## src/rtl/rr_arbiter_n.sv

```systemverilog
// rr_arbiter_n: N-requester arbiter with fixed/round-robin mode select,
// grant locking while the owner keeps requesting, and a bounded hold limit
// that lets pending requesters preempt a long-running owner.
// Grants are registered and one-hot; there is no combinational r->g path.
module rr_arbiter_n #(
  parameter int unsigned N        = 3,
  parameter int unsigned MAX_HOLD = 4,
  parameter int unsigned IW       = $clog2(N)
) (
  input  logic          clk,
  input  logic          rst,
  input  logic          mode,
  input  logic [N-1:0]  r,
  output logic [N-1:0]  g,
  output logic [IW-1:0] gidx,
  output logic          gvalid
);

  localparam int unsigned   HW        = (MAX_HOLD > 2) ? $clog2(MAX_HOLD) : 1;
  localparam logic [HW-1:0] HOLD_LAST = HW'((MAX_HOLD > 0) ? MAX_HOLD - 1 : 0);
  localparam logic [IW-1:0] LAST_RST  = IW'(N - 1);
  localparam logic [N-1:0]  ONE       = N'(1);

  logic [N-1:0]  g_q, g_d;
  logic [IW-1:0] gidx_q, gidx_d;
  logic          gvalid_q, gvalid_d;
  logic [HW-1:0] hold_cnt_q, hold_cnt_d;
  logic [IW-1:0] last_q, last_d;

  logic [N-1:0]  r_other;
  logic [N-1:0]  arb_req;
  logic          owner_req;
  logic          new_grant;
  logic [IW-1:0] win;

  // Select the winning index: lowest set bit in fixed mode, or the first set
  // bit after ptr (mod N) in round-robin mode.
  function automatic logic [IW-1:0] pick(input logic [N-1:0]  req,
                                         input logic          rr,
                                         input logic [IW-1:0] ptr);
    logic [IW-1:0] idx;
    logic          found;
    int unsigned   j;
    idx   = '0;
    found = 1'b0;
    for (int unsigned i = 0; i < N; i++) begin
      j = rr ? (32'(ptr) + 32'd1 + i) % N : i;
      if (!found && req[j[IW-1:0]]) begin
        found = 1'b1;
        idx   = j[IW-1:0];
      end
    end
    return idx;
  endfunction

  // Next-state: release/idle arbitration, hold-limit preemption, or hold.
  always_comb begin
    r_other    = r & ~g_q;
    owner_req  = |(r & g_q);
    g_d        = g_q;
    gidx_d     = gidx_q;
    gvalid_d   = gvalid_q;
    hold_cnt_d = hold_cnt_q;
    last_d     = last_q;
    new_grant  = 1'b0;
    arb_req    = r;

    if (!gvalid_q || !owner_req) begin
      arb_req    = r;
      new_grant  = 1'b1;
      hold_cnt_d = '0;
    end else if (MAX_HOLD != 0 && hold_cnt_q == HOLD_LAST && |r_other) begin
      arb_req    = r_other;
      new_grant  = 1'b1;
      hold_cnt_d = '0;
    end else if (MAX_HOLD != 0 && |r_other) begin
      if (hold_cnt_q != HOLD_LAST) hold_cnt_d = hold_cnt_q + 1'b1;
    end else begin
      hold_cnt_d = '0;
    end

    win = pick(arb_req, mode, last_q);

    if (new_grant) begin
      if (|arb_req) begin
        g_d      = ONE << win;
        gidx_d   = win;
        gvalid_d = 1'b1;
        last_d   = win;
      end else begin
        g_d      = '0;
        gidx_d   = '0;
        gvalid_d = 1'b0;
      end
    end
  end

  // State registers; reset clears the grant immediately and points the
  // round-robin pointer at N-1 so index 0 wins first.
  always_ff @(posedge clk or negedge rst) begin
    if (!rst) begin
      g_q        <= '0;
      gidx_q     <= '0;
      gvalid_q   <= 1'b0;
      hold_cnt_q <= '0;
      last_q     <= LAST_RST;
    end else begin
      g_q        <= g_d;
      gidx_q     <= gidx_d;
      gvalid_q   <= gvalid_d;
      hold_cnt_q <= hold_cnt_d;
      last_q     <= last_d;
    end
  end

  assign g      = g_q;
  assign gidx   = gidx_q;
  assign gvalid = gvalid_q;

endmodule
```

## config.mk

```make
export PLATFORM = sky130hd
export DESIGN_NAME = rr_arbiter_n
export DESIGN_NICKNAME = d
export VERILOG_FILES = /design/src/rtl/rr_arbiter_n.sv
export SDC_FILE = /design/constraint.sdc
export NUM_CORES = 1
export LEC_CHECK = 0
export BUFFER_PORTS_ARGS = -buffer_cell sky130_fd_sc_hd__buf_2
export CAP_MARGIN = 0
export CORE_MARGIN = 4
export CORE_UTILIZATION = 53
export CTS_CLUSTER_SIZE = 30
export DETAILED_ROUTE_END_ITERATION = 8
export GPL_ROUTABILITY_DRIVEN = 0
export PLACE_DENSITY = 0.75
export SLEW_MARGIN = 15
export SYNTH_ARGS = -nofsm -noshare
export SYNTH_HDL_FRONTEND = slang
export SYNTH_SLANG_ARGS = --single-unit
```

## constraint.sdc

```tcl
create_clock -name clk -period 2.1 [get_ports clk]
set_input_delay 0.42 -clock clk [delete_from_list [all_inputs] [get_ports clk]]
set_output_delay 0.42 -clock clk [all_outputs]
set_load 0.02 [all_outputs]
```

[After elaboration in Yosys (flattened, before gate mapping)]
Cells that the tools add are included.
W data, S select, Z words.
Operators by class
  $add $sub $neg: 4
  eq/ne operators: 3
  muxes and demuxes: 25
  div/mod/pow operators: 3
  reduce and logical (&&, ||, !) cells: 12
  shift-type cells: 1
  magnitude comparators: 3
  bitwise logic cells: 3
Operators with widths (count)
  $mod A32 B2 Y32 const B: 3
  $add A32 B1 Y32 const B: 1
  $mux W2: 11
  $lt A2 B3 Y1 const B: 3
  $mux W3: 3
  $reduce_or A3 Y1: 3
  $mux W1: 8
  $and A3 B3 Y3: 2
  $bmux W1 S2: 3
  $add A3 B2 Y4 const B: 1
  $logic_not A1 Y1: 4
  $ne A4 B2 Y1 const B: 1
  $add A2 B1 Y3 const B: 1
  $logic_and A1 B1 Y1: 3
  $not A3 Y3: 1
  $shl A1 B2 Y3 const A: 1
  $add A2 B1 Y2 const B: 1
  $eq A2 B2 Y1 const B: 1
  $ne A2 B2 Y1 const B: 1
  $reduce_and A2 Y1: 1
  $logic_or A1 B1 Y1: 1
Storage, ports and cells
  register bits: 10
  output and inout bits: 6
  input port bits: 6
  word-level logic and storage cells: 59

[Longest topological paths before layout]
  word-level depth: 17
  depth in mapped cells: 8
  depth with buffers taken out: 8

[Least setup slack after synthesis]
OpenSTA, ideal clock, no wires.
  kind: reg2reg
  start point: register last_q[0]
  end point: register g_q[1], in the netlist g[1]
  slack: 0.322 ns
  required time: 2.036 ns
  arrival time: 1.713 ns
  cell stages (with the launch flop): 9
  period minus slack after synthesis: 1.778 ns
  path through: dfrtp_1 -> inv_1 -> ha_1 -> buf_1 -> o21ai_0 -> and3_1 -> nand3b_1 -> nor4_4 -> a21o_1
On the way
  longest elaborated chain between the ends: 14
  elaborated cells on any way between the ends: 26
  classes of those cells: add/sub (3); div (3); shift (1); mux (15); reduce/logical (4)
RTL lines
  from (decl): RTL line 28  | logic [IW-1:0] last_q, last_d;
  from (signal assigned): RTL line 112  | last_q <= last_d;
  $add A2 B1 Y3 *: RTL line 47  | j = rr ? (32'(ptr) + 32'd1 + i) % N : i;
  branches (longest 10 deep; another with $add A32 B1 Y32)
  $mux W2 *: RTL line 48  | if (!found && req[j[IW-1:0]]) begin
  $shl A1 B2 Y3 *: RTL line 86  | g_d = ONE << win;
  $mux W3 *: RTL line 85  | if (|arb_req) begin
  to (signal assigned): RTL line 108  | g_q <= g_d;
  to (decl): RTL line 24  | logic [N-1:0] g_q, g_d;
Every way passes the cells marked *. The select of a mux whose other input is x is not followed.
A chain may end at the register's enable or synchronous reset.

[Worst setup path in the final report]
Same ends and word-level chain as after synthesis.

==> impl_metrics.tcl <==
set metrics [dict create \
    cts.hold.buffers_added 0 \
    grt_max_degree 11 \
    pwr-share-comb_pct 52.6 \
    preCtsSetupSlack_ns 0.238 \
    start_util_pct 59.4 \
    holdWs_ns -0.0000637 \
    cts.repair.resized 0 \
    antenna_cells 0 \
    drc 0 \
    rsz0062_at_grt "no" \
    clk_latency_ns 0.26 \
    worst_pin_slew_ns 0.416 \
    cts_sinks 10 \
    rows 12 \
    post_cts_buffers 0 \
    htree_levels 1 \
    first_global_vias 563 \
    ys_ff_latch 10 \
    nNetsFinal 98 \
    max_freq_mhz 547 \
    grt_pass1_wl_mm 2.37 \
    outcome "complete, but fails checks" \
    synth_nets 84 \
    dpl.hpwl_mm 1.05 \
    critical_path_peak_fanout 9 \
    cts_tree "done" \
    ir_drop_uv 701 \
    synth.avg_cell_area_sq_um 9.28 \
    p_seq_share_pct 34.0 \
    critPathCaptureType "flip-flop" \
    drtPass1Iterations 4 \
    die_w_microns 44.2 \
    fin_worst_skew_ns 0.00830 \
    power_switching_uw 426 \
    layout-drive-gt1-share_pct 25.0 \
    mostFrequentLayoutCells "nand2_1, buf_2, dfrtp_1, nand2b_1, a21o_1" \
    ys_types 30 \
    synthCells 75 \
    synth_seq_area_share_pct 36.2 \
    p_leak_nw 0.370 \
    timing.final.crit_share_pct 87.1 \
    crit_type "flip-flop to flip-flop" \
    port_buffers 11 \
    powerDensity_nw_per_um2 1270 \
    hold_viol_final 1 \
    ant_nets 0 \
    report.final.slew_viol_count 0 \
    ys_warn_count 0 \
    slew-limit-headroom_pct 72.1 \
    fillers 103 \
    antenna_found_initial 0 \
    clkPwrFrac_pct 13.4 \
    grt.total_usage_pct 16.6 \
    vias 598 \
    setup_ws_ns 0.271 \
    viasPerCell 5.86 \
    ios 12 \
    violations "hold timing" \
    syn_area_sq_um 696 \
    cts_buffers 3 \
    startpoint_type "flip-flop" \
    clock_path_buffers 2 \
    hp-class "input pin to async pin" \
    setup_viol 0 \
    switching_share_pct 43.0 \
    p_int_uw 565 \
    layout_commonest_cell "nand2_1" \
    drt_iter0_markers 16 \
    fin_setup_tns_ns 0 \
    clock-root-buffer "clkbuf_4" \
    cap_violations 0 \
    wl_per_cell_microns 13.2 \
    power_uw 991 \
    fin_crit_ns 1.83 \
    fp.coreArea_sq_um 1170 \
    globalRouteOverflowTotal 0 \
    area_delta_synth_final_pct 12.1 \
    cp.required_ns 2.30 \
    fp.dieH_microns 44.2 \
    drt_wl_total_mm 1.35 \
    die_area_sq_um 1960 \
    cp_data_arrival_time_ns 2.02 \
    clk_pin_slew_ns 0.06 \
]
layer usage:
layer	vias up	track usage, %	share of wire, %
met4	0	8.43	1.7
met5	-	0	0
li1	299	-	-
met2	16	24.1	46
met3	4	6.50	5.6
met1	279	21.3	47
cell type report:
type                            count  area (sq um)  share of cell area [%]
Clock buffer                        4          26.3                    3.37
Timing Repair Buffer               11          55.1                    7.06
Inverter                            4          15.0                    1.93
Sequential cell                    10           251                    32.3
Tap cell                           14          17.5                    2.25
Multi-Input combinational cell     59           414                    53.1
logic make-up after synthesis:
group | Yosys count | share of synthesized area [%]
AOI/OAI and AO/OA | 21 | 24.1
adders and majority gates | 3 | 5.40
buffers and inverters | 6 | 4.32
DFF | 10 | 36.2
and+or+nand+nor | 35 | 30.0
final timing paths:
| kind | from | end | slack [ns] | depth (start not counted) |
|---|---|---|---|---|
| max in group asynchronous | rst | last_q[1] | 1.84 | 1 |
| min in group clk | hold_cnt_q[0] | hold_cnt_q[0] | 0.43 | 1 |
| hold / removal | rst | hold_cnt_q[1] | -0.00006 | 1 |
| hold reg to reg | hold_cnt_q[0] | hold_cnt_q[0] | 0.43 | 1 |
| setup / recovery | last_q[0] | g[1] | 0.27 | 7 |
| setup reg to reg | last_q[0] | g[1] | 0.27 | 7 |
Yosys cell counts:
library cell	number	area, sq um
and3_1	2	12.5
nand3_1	4	20.0
ha_1	3	37.5
nand2b_1	5	31.3
o21ai_1	1	5.00
buf_6	1	11.3
nor2_1	2	7.51
or4_1	1	7.51
nor3_1	2	10.0
nand2b_2	1	8.76
and3_4	1	11.3
nor4_4	1	21.3
dfrtp_1	9	225
a32o_1	1	10.0
o21ai_0	4	20.0
nor2b_1	2	12.5
nand2_1	12	45.0
a22o_1	2	17.5
o211ai_1	1	7.51
nand3b_1	1	7.51
dfstp_2	1	26.3
a21oi_1	2	10.0
o211ai_4	1	21.3
o21ai_2	1	8.76
inv_1	4	15.0
o31ai_1	2	15.0
buf_1	1	3.75
nand2b_4	1	13.8
a311oi_2	1	15.0
a21o_1	5	37.5
registers in the layout, summed over array words and instances, names as in the netlist:
| name | flops |
|---|---|
| g | 3 |
| gidx | 2 |
| last_q | 2 |
| gvalid | 1 |
| hold_cnt_q | 2 |
power by group through the flow:
stage / Combinational, mW / Sequential, mW / Clock, mW
finish: 0.522 / 0.337 / 0.133
global route: 0.581 / 0.350 / 0.147
CTS: 0.525 / 0.335 / 0.138
detailed placement: 0.524 / 0.339 / 0
global placement: 0.509 / 0.337 / 0
floorplan: 0.373 / 0.377 / 0
critical path, cell delays in order (launching register included):
cell,delay [ns]
dfrtp_1,0.36
inv_1,0.05
ha_1,0.43
o21ai_0,0.12
and3_1,0.18
nand3b_1,0.21
nor4_4,0.29
a21o_1,0.12
through the flow:
step | instances | utilization, % | cell area, sq um
3_5_place_dp | 98 | 64.3 | 753
3_3_place_gp | 98 | 64.3 | 753
5_1_grt | 102 | 66.6 | 779
4_1_cts | 102 | 66.6 | 779
6_report | 102 | 66.6 | 779
2_1_floorplan | 75 | - | 696
(Power assumes the default switching activity.)
